[config.mk]
export PLATFORM = sky130hd
export DESIGN_NAME = fetch_pc_unit
export DESIGN_NICKNAME = d
export VERILOG_FILES = /design/src/rtl/fetch_pkg.sv /design/src/rtl/fetch_queue.sv /design/src/rtl/fetch_pc_unit.sv
export SDC_FILE = /design/constraint.sdc
export NUM_CORES = 1
export LEC_CHECK = 0
export ABC_AREA = 1
export CAP_MARGIN = 15
export CORE_MARGIN = 2
export CORE_UTILIZATION = 61
export DETAILED_ROUTE_END_ITERATION = 7
export PLACE_DENSITY_LB_ADDON = 0.3
export SYNTH_ARGS = -nofsm -noshare
export SYNTH_HDL_FRONTEND = slang
export SYNTH_SLANG_ARGS = --single-unit
export TNS_END_PERCENT = 50
[constraint.sdc]
create_clock -name clk -period 9.9 [get_ports clk]
set_clock_uncertainty 0.1 [all_clocks]
set_input_delay 1.485 -clock clk [delete_from_list [all_inputs] [get_ports clk]]
set_output_delay 1.485 -clock clk [all_outputs]
set_load 0.02 [all_outputs]
[src/rtl/fetch_pkg.sv]
// Shared fetch-path constants and the B-type immediate helper, also intended
// for reuse by the execute-stage branch unit.
package fetch_pkg;
    localparam int          INSTR_W = 32;
    localparam int          PC_STEP = 4;
    localparam logic [31:0] RV_NOP  = 32'h0000_0013;

    // imm[12:1] -> sign-extended byte offset (imm << 1)
    function automatic logic signed [31:0] b_offset(input logic [11:0] imm);
        return {{19{imm[11]}}, imm, 1'b0};
    endfunction
endpackage

[src/rtl/fetch_queue.sv]
// Synchronous FIFO holding fetched {pc, instr} pairs; flush empties it in one
// cycle. Output reads as zero while empty so the head is never stale data.
module fetch_queue #(
    parameter int WIDTH = 64,
    parameter int DEPTH = 4
) (
    input  logic                     clk,
    input  logic                     rst,
    input  logic                     push_i,
    input  logic                     pop_i,
    input  logic                     flush_i,
    input  logic [WIDTH-1:0]         wdata_i,
    output logic [WIDTH-1:0]         rdata_o,
    output logic                     full_o,
    output logic                     empty_o,
    output logic [$clog2(DEPTH):0]   count_o
);
    localparam int AW = $clog2(DEPTH);

    logic [WIDTH-1:0] mem_q [DEPTH];
    logic [AW-1:0]    wr_ptr_q;
    logic [AW-1:0]    rd_ptr_q;
    logic [AW:0]      count_q;
    logic             do_push;
    logic             do_pop;

    assign empty_o = (count_q == '0);
    assign full_o  = (count_q == (AW+1)'(DEPTH));
    assign count_o = count_q;
    assign do_pop  = pop_i && !empty_o;
    assign do_push = push_i && (!full_o || do_pop);
    assign rdata_o = empty_o ? '0 : mem_q[rd_ptr_q];

    always_ff @(posedge clk or posedge rst) begin
        if (rst) begin
            wr_ptr_q <= '0;
            rd_ptr_q <= '0;
            count_q  <= '0;
        end else if (flush_i) begin
            wr_ptr_q <= '0;
            rd_ptr_q <= '0;
            count_q  <= '0;
        end else begin
            if (do_push) wr_ptr_q <= wr_ptr_q + AW'(1);
            if (do_pop)  rd_ptr_q <= rd_ptr_q + AW'(1);
            case ({do_push, do_pop})
                2'b10:   count_q <= count_q + (AW+1)'(1);
                2'b01:   count_q <= count_q - (AW+1)'(1);
                default: count_q <= count_q;
            endcase
        end
    end

    always_ff @(posedge clk) begin
        if (do_push) mem_q[wr_ptr_q] <= wdata_i;
    end
endmodule

[src/rtl/fetch_pc_unit.sv]
// Instruction-fetch front end: PC register, credit-limited imem requests,
// redirect handling with stale-response dropping, and the fetch queue.
module fetch_pc_unit
    import fetch_pkg::*;
#(
    parameter int              XLEN         = 32,
    parameter logic [XLEN-1:0] RESET_VECTOR = '0,
    parameter int              FQ_DEPTH     = 4
) (
    input  logic               clk,
    input  logic               rst,
    output logic               imem_req_valid,
    input  logic               imem_req_ready,
    output logic [XLEN-1:0]    imem_req_addr,
    input  logic               imem_rsp_valid,
    input  logic [INSTR_W-1:0] imem_rsp_data,
    input  logic               redirect_valid,
    input  logic [XLEN-1:0]    redirect_base,
    input  logic [11:0]        redirect_imm,
    output logic               ifq_valid,
    input  logic               ifq_ready,
    output logic [XLEN-1:0]    ifq_pc,
    output logic [INSTR_W-1:0] ifq_instr,
    output logic               fetch_misalign
);
    localparam int CW = $clog2(FQ_DEPTH);

    logic [XLEN-1:0] fetch_pc_q, fetch_pc_d;
    logic [XLEN-1:0] rsp_pc_q, rsp_pc_d;
    logic [CW:0]     inflight_q, inflight_d;
    logic [CW:0]     drop_cnt_q, drop_cnt_d;
    logic            misalign_q, misalign_d;

    logic [CW:0]           occ;
    logic                  q_empty;
    logic                  q_full;
    logic [CW+1:0]         credit_used;
    logic                  req_fire;
    logic                  push;
    logic [CW:0]           rsp_one;
    logic [CW:0]           req_one;
    logic signed [31:0]    boff;
    logic [XLEN-1:0]       target_raw;
    logic [XLEN-1:0]       target;
    logic [XLEN+INSTR_W-1:0] head;

    assign credit_used    = {1'b0, occ} + {1'b0, inflight_q};
    assign imem_req_valid = !rst && !redirect_valid && !q_full
                            && (credit_used < (CW+2)'(FQ_DEPTH));
    assign imem_req_addr  = fetch_pc_q;
    assign req_fire       = imem_req_valid && imem_req_ready;
    assign rsp_one        = (CW+1)'(imem_rsp_valid);
    assign req_one        = (CW+1)'(req_fire);

    assign boff       = b_offset(redirect_imm);
    assign target_raw = redirect_base + XLEN'(boff);
    assign target     = target_raw & ~XLEN'(3);

    assign push = imem_rsp_valid && !redirect_valid && (drop_cnt_q == '0);

    // drop_cnt tracks the stale subset of inflight, so a redirect marks every
    // outstanding request stale except a response landing this very cycle.
    always_comb begin
        fetch_pc_d = fetch_pc_q;
        rsp_pc_d   = rsp_pc_q;
        inflight_d = inflight_q;
        drop_cnt_d = drop_cnt_q;
        misalign_d = 1'b0;
        if (redirect_valid) begin
            fetch_pc_d = target;
            rsp_pc_d   = target;
            inflight_d = inflight_q - rsp_one;
            drop_cnt_d = inflight_q - rsp_one;
            misalign_d = target_raw[1];
        end else begin
            if (req_fire) fetch_pc_d = fetch_pc_q + XLEN'(PC_STEP);
            if (imem_rsp_valid) begin
                if (drop_cnt_q != '0) drop_cnt_d = drop_cnt_q - (CW+1)'(1);
                else                  rsp_pc_d   = rsp_pc_q + XLEN'(PC_STEP);
            end
            inflight_d = inflight_q + req_one - rsp_one;
        end
    end

    always_ff @(posedge clk or posedge rst) begin
        if (rst) begin
            fetch_pc_q <= RESET_VECTOR;
            rsp_pc_q   <= RESET_VECTOR;
            inflight_q <= '0;
            drop_cnt_q <= '0;
            misalign_q <= 1'b0;
        end else begin
            fetch_pc_q <= fetch_pc_d;
            rsp_pc_q   <= rsp_pc_d;
            inflight_q <= inflight_d;
            drop_cnt_q <= drop_cnt_d;
            misalign_q <= misalign_d;
        end
    end

    fetch_queue #(
        .WIDTH (XLEN + INSTR_W),
        .DEPTH (FQ_DEPTH)
    ) u_queue (
        .clk     (clk),
        .rst     (rst),
        .push_i  (push),
        .pop_i   (ifq_valid && ifq_ready),
        .flush_i (redirect_valid),
        .wdata_i ({rsp_pc_q, imem_rsp_data}),
        .rdata_o (head),
        .full_o  (q_full),
        .empty_o (q_empty),
        .count_o (occ)
    );

    assign ifq_valid      = !q_empty;
    assign ifq_pc         = head[XLEN+INSTR_W-1:INSTR_W];
    assign ifq_instr      = head[INSTR_W-1:0];
    assign fetch_misalign = misalign_q;
endmodule

==> results of run 1 <==
-- logic make-up after synthesis --
logic type,Yosys count
other,1
AOI/OAI and AO/OA,352
xor gates and xnor gates,28
DFF,322
adders and majority gates,47
and+or+nand+nor,909
buffers and inverters,263
-- power by group through the flow --
stage / clock network (mW) / logic (mW) / registers (mW)
2_1_floorplan: 0 / 0.879 / 1.78
3_3_place_gp: 0 / 1.44 / 1.81
3_5_place_dp: 0 / 1.48 / 1.82
4_1_cts: 1.20 / 1.49 / 1.79
5_1_grt: 1.25 / 1.63 / 1.82
6_report: 1.19 / 1.49 / 1.80
-- cell usage after synthesis, types with 5 or more instances --
cell and count:
clkbuf_1 42, nand3b_1 9, a21oi_1 123, nor3_1 28, nand3_1 79, a22oi_1 13
o211ai_1 6, nand4_1 19, a31oi_1 19, nand2_1 367, buf_4 5, edfxtp_1 248
inv_2 7, dfrtp_1 74, o21ai_0 178, inv_1 186, buf_1 10, ha_1 44
xnor2_1 7, nor2_1 390, buf_2 11, xor2_1 21
-- state kept, by name, summed over array words and instances, names as in the netlist --
| name | count |
|---|---|
| u_queue.mem_q | 248 |
| inflight_q | 3 |
| u_queue.wr_ptr_q | 2 |
| rsp_pc_q | 30 |
| imem_req_addr | 30 |
| fetch_misalign | 1 |
| u_queue.rd_ptr_q | 2 |
| u_queue.count_o | 3 |
| drop_cnt_q | 3 |
-- layout make-up --
type | count | area share
sequential | 322 | 0.469
timing repair buffer | 187 | 0.0929
inverter | 194 | 0.0369
clock inverter | 23 | 0.0119
multi-input combinational | 1340 | 0.327
tap | 341 | 0.0215
clock buffer | 33 | 0.0405
-- critical path: cells and delay by family (launching register included) --
family          cells  cell delay, ns
flops               1            0.34
compound gates      2            0.36
buf+inv             4            2.06
simple gates        1            0.21
-- layer usage --
layer / wire, um / track usage
met1: 17100 / 0.368
met2: 21300 / 0.526
met3: 2900 / 0.0354
met4: 1080 / 0.0914
met5: 0 / 0
-- per-stage QoR --
| stage | area, um2 | hold slack (ns) | util |
|---|---|---|---|
| after global routing | 19800 | 0.501 | 0.735 |
| final | 19800 | 0.476 | 0.735 |
| after CTS | 19800 | 0.476 | 0.735 |
| after detailed placement | 18800 | 0.455 | 0.697 |
| after global placement | 18800 | 0.435 | 0.697 |
| after floorplan | 16800 | 0.396 | - |
-- placed cells by master, fill, tap and decap left out, types with 3 or more instances in the layout --
cell / instances
clkbuf_16: 31
fa_1: 3
clkdlybuf4s50_1: 175
inv_2: 8
xor2_1: 21
o21ai_0: 178
nand4_1: 19
o211ai_1: 6
or2_2: 4
inv_1: 185
nor2_2: 3
nand3_1: 79
o21ai_1: 3
nor2_1: 385
buf_4: 12
a31oi_1: 19
nand2_1: 367
edfxtp_1: 248
o21bai_1: 4
bufinv_16: 4
dfrtp_1: 72
clkinvlp_4: 3
nand3b_1: 9
nor2_4: 7
a21oi_1: 123
nor3_1: 28
conb_1: 4
xnor2_1: 7
clkinv_2: 11
a22oi_1: 13
ha_1: 44
-- path summary, 6_finish.rpt --
kind	from	end	cells past startpoint
max	u_queue.rd_ptr_q[1]	ifq_pc[25]	7
min	u_queue.wr_ptr_q[1]	u_queue.wr_ptr_q[1]	2
max reg2reg	drop_cnt_q[0]	rsp_pc_q[15]	9
min reg2reg	u_queue.wr_ptr_q[1]	u_queue.wr_ptr_q[1]	2
max in group asynchronous	rst	u_queue.rd_ptr_q[0]	3
min in group asynchronous	rst	u_queue.count_o[1]	3
==> impl_metrics.json, run 1 <==
{
  "cts_max_level": 1,
  "switching_power_mw": 1.58,
  "post-place-ws_ns": 5.09,
  "ys_seq_elements": 322,
  "clockRootBuffer": "clkbuf_16",
  "cpPeakStageDelay_ns": 0.64,
  "critPathArrivalTime_ns": 3.56,
  "seq_area_frac_synth": 0.555,
  "drt_wl_total_mm": 42.4,
  "clock_power_share": 0.265,
  "cts_sinks": 322,
  "cp_max_fo": 63,
  "dieArea_um2": 28800,
  "cp_common_cell": "buf_4",
  "grt_start_max_net_pins": 126,
  "final_cells": 2440,
  "grt_first_pass_wirelength_mm": 66.4,
  "rsz0062_at_grt": "false",
  "drc": 0,
  "setup_viol": 0,
  "cts_resized": 0,
  "core_area_um2": 27000,
  "cp.required_ns": 8.32,
  "synth_top_area_frac": 0.445,
  "io_buffers": 175,
  "timing.fmax_mhz": 194,
  "drive_above_1_share": 0.0472,
  "seqCellArea_um2": 9300,
  "drtAntennaViolNets": 0,
  "yosys_warnings": 0,
  "antenna_cells": 0,
  "total_power_mw": 4.47,
  "synth.largest_area_cell": "edfxtp_1",
  "synth.cell_area_um2": 16800,
  "syn_inst": 1922,
  "ys.flop_type": "edfxtp_1",
  "max_slew.worst_pin.slew_ns": 1.09,
  "path_class": "reg -> out",
  "num_rows": 60,
  "ios": 181,
  "power_density_nw_per_um2": 226,
  "period_minus_slack_ns": 5.14,
  "cts_tree": "done",
  "hold_viol": 0,
  "synth_fa_ha_area_frac": 0.0364,
  "leakage_nw": 8.09,
  "async_reset_ff_frac": 0.230,
  "crit_chain": "buf_4 > inv_2 > buf_4 > nor2_1 > o21ai_0 > a21oi_1 > clkdlybuf4s50_1",
  "drt_iter0_drc": 1454,
  "cts.path.max_buffers": 3,
  "crit_path_end_kind": "primary output",
  "avgSynthCellArea_um2": 8.72,
  "internal_power_mw": 2.89,
  "clkTransAtPathRegs_ns": 0.06,
  "via_count": 13800,
  "fin_setup_tns_ns": 0,
  "die_h_um": 170,
  "start_util": 0.622,
  "synth-edff-count": 248,
  "die_w_um": 170,
  "ir_drop_v": 0.000161,
  "synth_compound_area_frac": 0.111,
  "setup_ws_ns": 4.76,
  "outcome": "complete, no violations",
  "clkLatencyLatePin_ns": 0.55,
  "grt-ovfl-total": 0,
  "pwr-share-seq": 0.402,
  "maxSlewViolCount": 0,
  "cap_viol_max_count": 0,
  "min_period_over_period": 0.520,
  "routed_via_density": 5.66,
  "grt_antenna_before_repair": 0,
  "area_growth_pct": 18.3,
  "p_comb_frac": 0.333,
  "place_congestion": 0.949,
  "max_slew_margin": 0.271,
  "cp-start-kind": "register",
  "wl_per_cell_um": 17.4,
  "crit_slowest_cell": "clkdlybuf4s50_1",
  "fillers": 1925,
  "synth.distinct_cells": 40,
  "hpwlAfterDp_mm": 27.6,
  "synth_area_leaders": "edfxtp_1, dfrtp_1, nor2_1, nand2_1, o21ai_0",
  "r2r_slack_ns": 6.78,
  "grt_usage": 0.292,
  "grt_pass1_vias": 13200,
  "synthMuxAreaShare": 0,
  "synth_simple_gate_area_frac": 0.221,
  "cts_setup_buffers": 0,
  "nets": 2204,
  "cts_inserted_buffers": 30,
  "synth_xor_area_frac": 0.0146,
  "drtPass1Iterations": 6,
  "hold_path_class": "reg -> reg",
  "dpl.cell_count": 2384,
  "synth_top_family_by_area": "simple AND/OR/NAND/NOR gates",
  "switching_share": 0.354,
  "postCtsHoldBufs": 0,
  "multiInputGateArea_um2": 6470
}
Note: power is estimated with default switching activity, not from simulation.
==> run 2, diff against run 1 <==
- CORE_UTILIZATION: 61 -> 52
- clock period: 9.9 -> 4.49 ns (I/O delays scaled with it)
==> impl_metrics.json, run 2 (synthesis results as in run 1) <==
{
  "outcome": "complete, no violations",
  "cp-start-kind": "register",
  "path_class": "reg -> out",
  "hold_viol": 0,
  "io_buffers": 175,
  "max_slew.worst_pin.slew_ns": 0.858,
  "core_area_um2": 31600,
  "drt_wl_total_mm": 42.2,
  "timing.fmax_mhz": 270,
  "crit_path_end_kind": "primary output",
  "drt_iter0_drc": 1078,
  "num_rows": 65,
  "cts_inserted_buffers": 30,
  "hold_ws_ns": 0.448,
  "area_growth_pct": 19.1,
  "rsz0062_at_grt": "false",
  "nets": 2212,
  "grt-ovfl-total": 0,
  "hpwlAfterDp_mm": 28.9,
  "grt_pass1_vias": 12800,
  "final_cells": 2509,
  "ios": 181,
  "cts.path.max_buffers": 3,
  "antenna_cells": 0,
  "min_period_over_period": 0.824,
  "max_slew_margin": 0.428,
  "cts_max_level": 1,
  "dr_wl_met2_mm": 20.9,
  "cp.required_ns": 3.72,
  "via_count": 13600,
  "post-place-ws_ns": 0.905,
  "drtPass1Iterations": 5,
  "cp_common_cell": "nor2_1",
  "clkLatencyLatePin_ns": 0.54,
  "dieArea_um2": 33700,
  "cts_sinks": 322,
  "maxSlewViolCount": 0,
  "wl_met3_mm": 2.33,
  "setup_viol": 0,
  "regMostFlops": "u_queue.mem_q",
  "cap_viol_max_count": 0,
  "highest_layer": "met4",
  "drc": 0,
  "dpl.cell_count": 2453,
  "place_congestion": 0.933,
  "drtAntennaViolNets": 0,
  "final_common_cell": "nor2_1",
  "crit_chain": "buf_4 > nor2_1 > nor2_1 > o21ai_0 > a21oi_1 > clkdlybuf4s50_1",
  "cts_resized": 0,
  "start_util": 0.530,
  "period_minus_slack_ns": 3.70,
  "clockRootBuffer": "clkbuf_16",
  "m1WireLength_mm": 17.8,
  "grt_start_max_net_pins": 67,
  "setup_ws_ns": 0.792,
  "cts_setup_buffers": 0,
  "drive_above_1_share": 0.0456,
  "cp_max_fo": 66,
  "cts_tree": "done",
  "cpPeakStageDelay_ns": 0.67,
  "fin_setup_tns_ns": 0,
  "critPathArrivalTime_ns": 2.92,
  "die_w_um": 183,
  "leakage_nw": 8.10,
  "routed_via_density": 5.42,
  "grt_first_pass_wirelength_mm": 65.7,
  "crit_slowest_cell": "clkdlybuf4s50_1",
  "postCtsHoldBufs": 0,
  "largest_reg_flops": 248,
  "final_cell_mix": "nor2_1, nand2_1, edfxtp_1, inv_1, o21ai_0",
  "fin_util": 0.630,
  "grt_antenna_before_repair": 0,
  "die_h_um": 183,
  "wl_per_cell_um": 16.8,
  "hold_path_class": "reg -> reg",
  "grt_usage": 0.247,
  "power_density_nw_per_um2": 490,
  "ir_drop_v": 0.000280,
  "clkTransAtPathRegs_ns": 0.06
}
[run 2: metal layers]
| metal | GRT usage | vias to the layer above |
|---|---|---|
| li1 | - | 6743 |
| met2 | 0.441 | 444 |
| met4 | 0.0787 | 0 |
| met5 | 0 | - |
| met1 | 0.318 | 6330 |
| met3 | 0.0230 | 71 |
[run 2: cell type report]
cell class | instances | area [um2]
inverter | 194 | 731
tap | 402 | 503
multi-input combinational | 1340 | 6470
fill | 2551 | 11700
clock buffer | 43 | 851
timing repair buffer | 195 | 1940
clock inverter | 13 | 145
sequential | 322 | 9300
[run 2: through the flow]
stage | area, um2 | total power [mW]
2_1_floorplan | 16800 | 5.87
3_3_place_gp | 18900 | 7.20
3_5_place_dp | 18900 | 7.27
4_1_cts | 19900 | 9.82
5_1_grt | 19900 | 10.3
6_report | 19900 | 9.78
[run 2: final timing paths]
kind,from,end,slack (ns),cells after the start
worst max-delay path,u_queue.rd_ptr_q[0],ifq_pc[24],0.79,6
worst max register to register,drop_cnt_q[0],u_queue.mem_q[1][23],1.52,9
worst min-delay path,imem_req_addr[29],imem_req_addr[29],0.45,2
min in group asynchronous,rst,u_queue.count_o[1],0.52,2
worst min register to register,imem_req_addr[29],imem_req_addr[29],0.45,2
max in group asynchronous,rst,rsp_pc_q[23],2.95,3
[run 2: worst max-delay path: cells and delay by family (launching register included)]
family	cells	cell delay [ns]
AO/OA/AOI/OAI	2	0.45
buffers and inverters	2	1.21
flip-flops	1	0.42
AND/OR/NAND/NOR	2	0.22
[run 2: power by group]
part           leakage, nW  switching, mW  internal, mW
Clock                0.481           1.06          1.49
Combinational         4.50           2.02          1.28
Sequential            3.13          0.363          3.57
Total                 8.10           3.44          6.34
==> run 3, diff against run 2 <==
- clock period: 4.49 -> 3.1 ns (I/O delays scaled with it)
==> impl_metrics.json, run 3 (synthesis results as in run 1) <==
{
  "cts_inserted_buffers": 31,
  "drive_above_1_share": 0.0527,
  "clkLatencyLatePin_ns": 0.57,
  "switching_power_mw": 5.07,
  "wl_per_cell_um": 16.9,
  "ir_drop_v": 0.000387,
  "min_period_over_period": 0.969,
  "num_rows": 65,
  "hold_viol": 0,
  "crit_buf_inv": 3,
  "via_count": 13800,
  "critPathArrivalTime_ns": 2.44,
  "maxSlewViolCount": 0,
  "outcome": "complete, no violations",
  "pwr-share-seq": 0.398,
  "drc": 0,
  "dieArea_um2": 33700,
  "final_cell_mix": "nor2_1, nand2_1, edfxtp_1, inv_1, o21ai_0",
  "cpPeakStageDelay_ns": 0.62,
  "clock_power_share": 0.265,
  "grt_pass1_vias": 13300,
  "nets": 2229,
  "core_area_um2": 31600,
  "timing.fmax_mhz": 333,
  "period_minus_slack_ns": 3.00,
  "leakage_nw": 8.83,
  "place_congestion": 0.936,
  "crit_chain": "inv_2 > buf_12 > o21ai_0 > a21oi_1 > clkdlybuf4s50_1",
  "drtAntennaViolNets": 0,
  "grt_first_pass_wirelength_mm": 67.4,
  "cp_max_fo": 72,
  "grt_start_max_net_pins": 73,
  "hpwlAfterDp_mm": 28.9,
  "die_w_um": 183,
  "drtPass1Iterations": 5,
  "clockRootBuffer": "clkbuf_16",
  "hold_ws_ns": 0.0320,
  "start_util": 0.530,
  "cts.path.max_buffers": 3,
  "cp.required_ns": 2.53,
  "fin_util": 0.644,
  "path_class": "reg -> out",
  "drt_iter0_drc": 1078,
  "p_comb_frac": 0.338,
  "rsz0062_at_grt": "false",
  "largest_reg_flops": 248,
  "cp-start-kind": "register",
  "crit_slowest_cell": "clkdlybuf4s50_1",
  "fin_setup_tns_ns": 0,
  "drt_wl_total_mm": 42.6,
  "setup_viol": 0,
  "max_slew_margin": 0.549,
  "cts_tree": "done",
  "ios": 181,
  "fillers": 2544,
  "internal_power_mw": 9.29,
  "switching_share": 0.353,
  "hold_path_class": "in -> async",
  "clkTransAtPathRegs_ns": 0.06,
  "max_slew.worst_pin.slew_ns": 0.676,
  "power_density_nw_per_um2": 704,
  "cts_sinks": 322,
  "regMostFlops": "u_queue.mem_q",
  "cpLargestDelayFamily": "buffers and inverters",
  "io_buffers": 175,
  "grt_antenna_before_repair": 1,
  "crit_path_end_kind": "primary output",
  "grt_usage": 0.252,
  "cts_max_level": 1,
  "final_common_cell": "nor2_1",
  "antenna_cells": 0,
  "grt-ovfl-total": 0,
  "cap_viol_max_count": 0,
  "routed_via_density": 5.45,
  "die_h_um": 183,
  "area_growth_pct": 21.6
}
[run 3: power by group through the flow]
stage	Clock, mW	Sequential [mW]	Combinational [mW]
5_1_grt	4.04	5.77	5.33
2_1_floorplan	0	5.69	2.81
3_5_place_dp	0	5.79	4.87
6_report	3.80	5.71	4.85
4_1_cts	3.86	5.70	4.92
3_3_place_gp	0	5.76	4.78
[run 3: layout make-up]
type / count / area [um2] / share of cell area
clock inverters: 15 / 191 / 0.00939
well taps: 402 / 503 / 0.0247
multi-input cells: 1340 / 6470 / 0.318
inverters: 194 / 731 / 0.0359
clock buffers: 43 / 841 / 0.0413
repair buffers: 211 / 2340 / 0.115
flip-flops and latches: 322 / 9300 / 0.457
[run 3: path summary, 6_finish.rpt]
| path | from | slack, ns | endpoint | depth (start not counted) |
|---|---|---|---|---|
| min | rst | 0.03 | u_queue.rd_ptr_q[1] | 2 |
| min in group clk | imem_rsp_data[30] | 0.43 | u_queue.mem_q[2][30] | 1 |
| max reg2reg | u_queue.count_o[2] | 0.36 | inflight_q[2] | 13 |
| max in group asynchronous | rst | 2.24 | imem_req_addr[30] | 3 |
| min reg2reg | imem_req_addr[30] | 0.46 | imem_req_addr[30] | 2 |
| max | u_queue.rd_ptr_q[0] | 0.1 | ifq_pc[28] | 5 |
[run 3: through the flow]
| step | power, mW | worst slack, ns | area (um2) | cells |
|---|---|---|---|---|
| floorplan | 8.50 | -0.290 | 16800 | 1925 |
| global placement | 10.5 | 0.184 | 19200 | 2465 |
| finish | 14.4 | 0.0956 | 20400 | 2527 |
| detailed placement | 10.7 | 0.160 | 19200 | 2465 |
| global route | 15.1 | 0.00279 | 20400 | 2527 |
| CTS | 14.5 | 0.0205 | 20300 | 2527 |
[run 3: worst register-to-register path: stages (launching register included)]
cell and delay (ns):
dfrtp_1 0.46, ha_1 0.31, nor3_1 0.18, nand2_1 0.08
nor2_2 0.14, nand2_4 0.06, ha_1 0.27, inv_1 0.04
ha_1 0.18, fa_1 0.38, xnor2_1 0.22, nand2_1 0.07
nand2_1 0.05, o21ai_0 0.07
[run 3: repair_timing]
action,4_1_cts,5_1_grt
pin swaps,0,0
resized for setup,9,43
setup endpoints to repair,46,43
setup buffers,4,0
hold buffers,0,0
[run 3: metal layers]
| layer | part of all wire | global-route usage |
|---|---|---|
| met1 | 0.41 | 0.317 |
| met2 | 0.49 | 0.446 |
| met3 | 0.068 | 0.0349 |
| met4 | 0.029 | 0.0877 |
| met5 | 0.00030 | 0 |
==> variant 1: new RTL, flow settings as in run 3 <==
Reset style: synchronous (`rst`), changed in 2 clocked blocks.
--- a/src/rtl/fetch_queue.sv
+++ b/src/rtl/fetch_queue.sv
@@ -31,7 +31,7 @@
     assign do_push = push_i && (!full_o || do_pop);
     assign rdata_o = empty_o ? '0 : mem_q[rd_ptr_q];
 
-    always_ff @(posedge clk or posedge rst) begin
+    always_ff @(posedge clk) begin
         if (rst) begin
             wr_ptr_q <= '0;
             rd_ptr_q <= '0;
--- a/src/rtl/fetch_pc_unit.sv
+++ b/src/rtl/fetch_pc_unit.sv
@@ -82,7 +82,7 @@
         end
     end
 
-    always_ff @(posedge clk or posedge rst) begin
+    always_ff @(posedge clk) begin
         if (rst) begin
             fetch_pc_q <= RESET_VECTOR;
             rsp_pc_q   <= RESET_VECTOR;
Formal check against the unedited RTL: differs if rst is asserted again (counterexample within 4 cycles, from zero or initial values and one cycle with rst high); with rst held inactive, the same outputs for 4 cycles.
==> variant 1 against run 3 <==
First-iteration DRC count up 13%. Final area shrank 1.7%. Routed wire length is 1.1% higher. Setup slack worse by 0.059 ns. Synthesized area is 1.8% lower. Sequential share of layout area shrank 0.85 points. Sequential cell count increased by 2. Synthesized cell count decreased by 1.4%.
Power is not compared: it rests on default switching activity, and its combinational part moved more than twofold at a synthesized area within 25%.
==> variant 1: results (changes against run 3) <==
[route]
post_drt_wl_per_cell_um = 17.3  ; +2.5%
vias_per_cell = 5.53  ; +1.6%
routed_wl_mm = 43.1  ; +1.1%
drt_iter0_markers = 1216  ; +13%
firstDrtPassIters = 5  ; unchanged

[finish]
nets = 2196  ; -1.5%
layout-drive-gt1-share = 0.0636  ; +0.0109
num_antenna_cells = 0  ; unchanged
regMostFlops = u_queue.mem_q
nFillCells = 2578  ; +1.3%
largest_register_ffs = 248  ; unchanged

[global_routing]
grt_antenna_before_repair = 0  ; -1
grt_usage = 0.257  ; +0.00518
grt_use_met2 = 0.448  ; +0.00102
grt_pass1_wl_mm = 68.1  ; +1.1%
grt_max_degree = 65  ; -11%
use_met1 = 0.338  ; +0.0207
use_met3 = 0.0335  ; -0.00137
grt_pass1_vias = 13095  ; -1.7%

[yosys]
synth_common_cells = nor2_1 (351), nand2_1 (298), edfxtp_1 (248), o21ai_0 (234), a21oi_1 (171)
syn_inst = 1895  ; -1.4%
ys_seq_area_frac = 0.545  ; -0.00999
ys_async_sr_fraction = 0  ; -0.230
synth_area_leaders = edfxtp_1 (45%), dfxtp_1 (9.2%), nor2_1 (8.0%)
ys_types = 50  ; +25%
synth_edf_count = 248  ; unchanged
synth_warnings = 0  ; unchanged

[run_status]
status = finished, final reports clean

[clock_network]
worst_skew_pair.late_latency_ns = 0.56
clockBufferDepth = 3  ; unchanged
clockRootBuffer = clkbuf_16
cts-hold-fix-buffers = 0  ; unchanged
clk_pin_slew_ns = 0.07
h-tree-depth = 1  ; unchanged
cts_buffers = 31  ; unchanged

[pwr]
p_leak_nw = 7.99
irDropWorstVdd_mv = 0.390

[worst_hold_path]
hold_class = reg2reg
holdPathStages = 2

[place]
io_buffers = 175  ; unchanged
dp_slack_ns = 0.126  ; -0.0342 ns
dp_cells = 2434  ; -1.3%
gp_congestion = 0.931  ; -0.61%
postPlaceCellArea_um2 = 18900  ; -1.8%
dp_hpwl_mm = 28.4  ; -1.7%

[worst_setup_path]
reg2reg_depth = 11  ; -2
cp_slowest_cell = clkdlybuf4s50_1
slowest_delay_ns = 0.63
critPathTopFamily = buffers and inverters
crit_path_max_fanout = 47  ; -35%

[sta]
tightest_slew_ns = 0.589  ; -0.0865 ns

variant 1: kinds of logic after synthesis:
kind of cell	synth area share
AOI/OAI and AO/OA	0.143
other	0.000228
xor gates and xnor gates	0.0128
adders and majority gates	0.0371
buffers and inverters	0.0563
DFF	0.545
and+or+nand+nor	0.205
variant 1: layout make-up:
class                           instances  area (µm²)  area share
Clock buffer                           37         798      0.0399
Inverter                              162         608      0.0304
Multi-Input combinational cell       1335        6600       0.330
Timing Repair Buffer                  213        2300       0.115
Sequential cell                       324        8970       0.448
Tap cell                              402         503      0.0251
Clock inverter                         21         246      0.0123
variant 1: repair_timing:
action	CTS	global route
buffers inserted	1	0
resized for setup	5	25
setup endpoints to repair	20	34
gates cloned	1	0
pin swaps	0	0
variant 1: worst paths after layout:
| check | from | end | slack [ns] |
|---|---|---|---|
| worst max-delay path | flip-flop | ifq_instr[17] | 0.04 |
| worst min-delay path | u_queue.rd_ptr_q[1] | flip-flop | 0.35 |
| worst min register to register | u_queue.rd_ptr_q[1] | flip-flop | 0.35 |
| worst max register to register | u_queue.count_o[2] | inflight_q[2] | 0.56 |
variant 1: routing by layer:
layer,routed length (µm),vias up,share of wire
met5,0,-,0
met4,949,0,0.022
met3,2690,69,0.062
met2,20900,470,0.49
met1,18500,6485,0.43
li1,-,6778,-
variant 1: worst register-to-register path, stage by stage, from the launching register on:
cell and delay [ns]:
dfxtp_1 0.45, ha_1 0.28, nor3_1 0.14, and2_1 0.16, nand4_2 0.10, ha_1 0.29
inv_1 0.04, ha_1 0.19, fa_1 0.38, xor2_1 0.17, nand2_1 0.06, a21oi_1 0.11
variant 1: report_power, final:
part / switching, W / internal [W]
registers: 0.000202 / 0.00487
clock network: 0.00159 / 0.00226
logic: 0.000917 / 0.000599
total: 0.00271 / 0.00773
==> variant 2: new RTL, flow settings as in run 3 <==
Without the edit above. Change the parameter `XLEN` from 32 to 64.
--- a/src/rtl/fetch_pc_unit.sv
+++ b/src/rtl/fetch_pc_unit.sv
@@ -3,7 +3,7 @@
 module fetch_pc_unit
     import fetch_pkg::*;
 #(
-    parameter int              XLEN         = 32,
+    parameter int              XLEN         = 64,
     parameter logic [XLEN-1:0] RESET_VECTOR = '0,
     parameter int              FQ_DEPTH     = 4
 ) (
Ports: changed (resized ifq_pc, imem_req_addr and redirect_base); port bits go from 181 to 277. The function was not compared with the original's and may differ.
==> variant 2 against run 3 <==
Setup slack got worse by 0.040 ns. Sequential power rose by 62%. Sequential cell count rose by 192. Final area rose by 76%. Synthesized area rose by 78%. Power rose by 61%. Critical path depth did not move. Non-clock buffer count rose by 182. Routed wire length rose by 120%. Critical path type unchanged.
==> variant 2: results (changes against run 3) <==
[clock_network]
worst_skew_pair.late_latency_ns = 0.59  ; +0.02 ns
cts_buffers = 49  ; +58%
clockRootBuffer = clkbuf_16
h-tree-depth = 2  ; +1

[finish]
layout-drive-gt1-share = 0.0663  ; +0.0136
instances_no_fill = 4888  ; +93%
utilization = 0.635  ; -0.00885
largest_register_ffs = 376  ; +52%
nets = 4285  ; +92%

[global_routing]
grt_pass1_wl_mm = 141  ; +110%
grt_antenna_before_repair = 0  ; -1
grt_pass1_vias = 25207  ; +89%
grt_max_degree = 95  ; +30%
grt_usage = 0.307  ; +0.0554

[sta]
fin_crit_ns = 3.04  ; +0.0395 ns
hold_slack_ns = 0.207  ; +0.175 ns
tightest_slew_ns = 0.895  ; +0.219 ns

[yosys]
avgSynthCellArea_um2 = 7.90  ; -9.3%
synth_common_cells = nand2_1 (839), nor2_1 (749), inv_1 (393), edfxtp_1 (376), o21ai_0 (313)
ys_async_sr_fraction = 0.268  ; +0.0387
synth_area_leaders = edfxtp_1 (38%), dfrtp_1 (12%), nand2_1 (11%)
ys_seq_area_frac = 0.495  ; -0.0597
ys_types = 48  ; +20%
synth_edf_count = 376  ; +52%

[worst_setup_path]
endpoint = ifq_pc[16]
crit_path_max_fanout = 37  ; -49%
arrival_ns = 2.48  ; +0.04 ns
reg2reg_depth = 13  ; unchanged

[route]
drt_iter0_markers = 2347  ; +120%
firstDrtPassIters = 6  ; +1
routed_wl_mm = 92.3  ; +120%
vias = 26761  ; +94%

[worst_hold_path]
hold_class = in2reg

[place]
postPlaceCellArea_um2 = 34300  ; +79%
gp_congestion = 1.04  ; +11%
io_buffers = 271  ; +55%
dp_slack_ns = -0.0376  ; -0.198 ns
dp_hpwl_mm = 67.6  ; +130%
dp_cells = 4793  ; +94%

[pwr]
p_leak_nw = 15.4  ; +74%
irDropWorstVdd_mv = 0.473  ; +22%

[run_status]
status = finished, final reports clean

variant 2: cell count changes after synthesis, moves of 23 or more:
| cell | run 3 | this run |
|---|---|---|
| inv_1 | 186 | 393 |
| o21ai_0 | 178 | 313 |
| xnor2_1 | 7 | 30 |
| ha_1 | 44 | 76 |
| nand3_1 | 79 | 156 |
| dfrtp_1 | 74 | 138 |
| nor2_1 | 390 | 749 |
| nand2_1 | 367 | 839 |
| a21oi_1 | 123 | 274 |
| clkbuf_1 | 42 | 83 |
| edfxtp_1 | 248 | 376 |
variant 2: cell families (layout without fill, tap and decap cells):
family | after synthesis | in the layout | share of synthesized area
flops | 514 | 514 | 0.495
simple gates | 1909 | 1909 | 0.265
buf+inv | 528 | 891 | 0.0679
compound gates | 663 | 663 | 0.116
xor+xnor | 72 | 72 | 0.0212
other cells | 1 | 4 | 0.000126
fa+ha+maj | 79 | 79 | 0.0340
variant 2: metal layers:
metal	up-vias	track usage	routed length, µm
met5	-	0	0
met4	0	0.149	4900
met3	240	0.0344	6000
met2	1005	0.528	44900
met1	12450	0.387	36500
li1	13066	-	-
variant 2: timing repair:
item	CTS	global route
cloned	1	0
endpoints found under the setup margin	94	18
gates resized for setup	80	21
pin swaps	0	0
setup buffers	3	0
hold buffers	0	0
variant 2: final cells by class:
cell class,count,area [µm²]
Timing Repair Buffer,393,4040
Fill cell,4867,20600
Inverter,407,1540
Tap cell,756,946
Multi-Input combinational cell,2727,13100
Clock buffer,64,1310
Clock inverter,27,223
Sequential cell,514,14800
variant 2: where the power goes:
part,switching [W],internal (W)
logic,0.00517,0.00296
clock network,0.00254,0.00323
registers,0.00108,0.00820
variant 2: critical path: stages (launching register included):
cell and delay, ns:
dfrtp_4 0.58, inv_4 0.18, bufbuf_16 0.36, o21ai_0 0.12
a21oi_1 0.25, dlygate4sd2_1 0.39
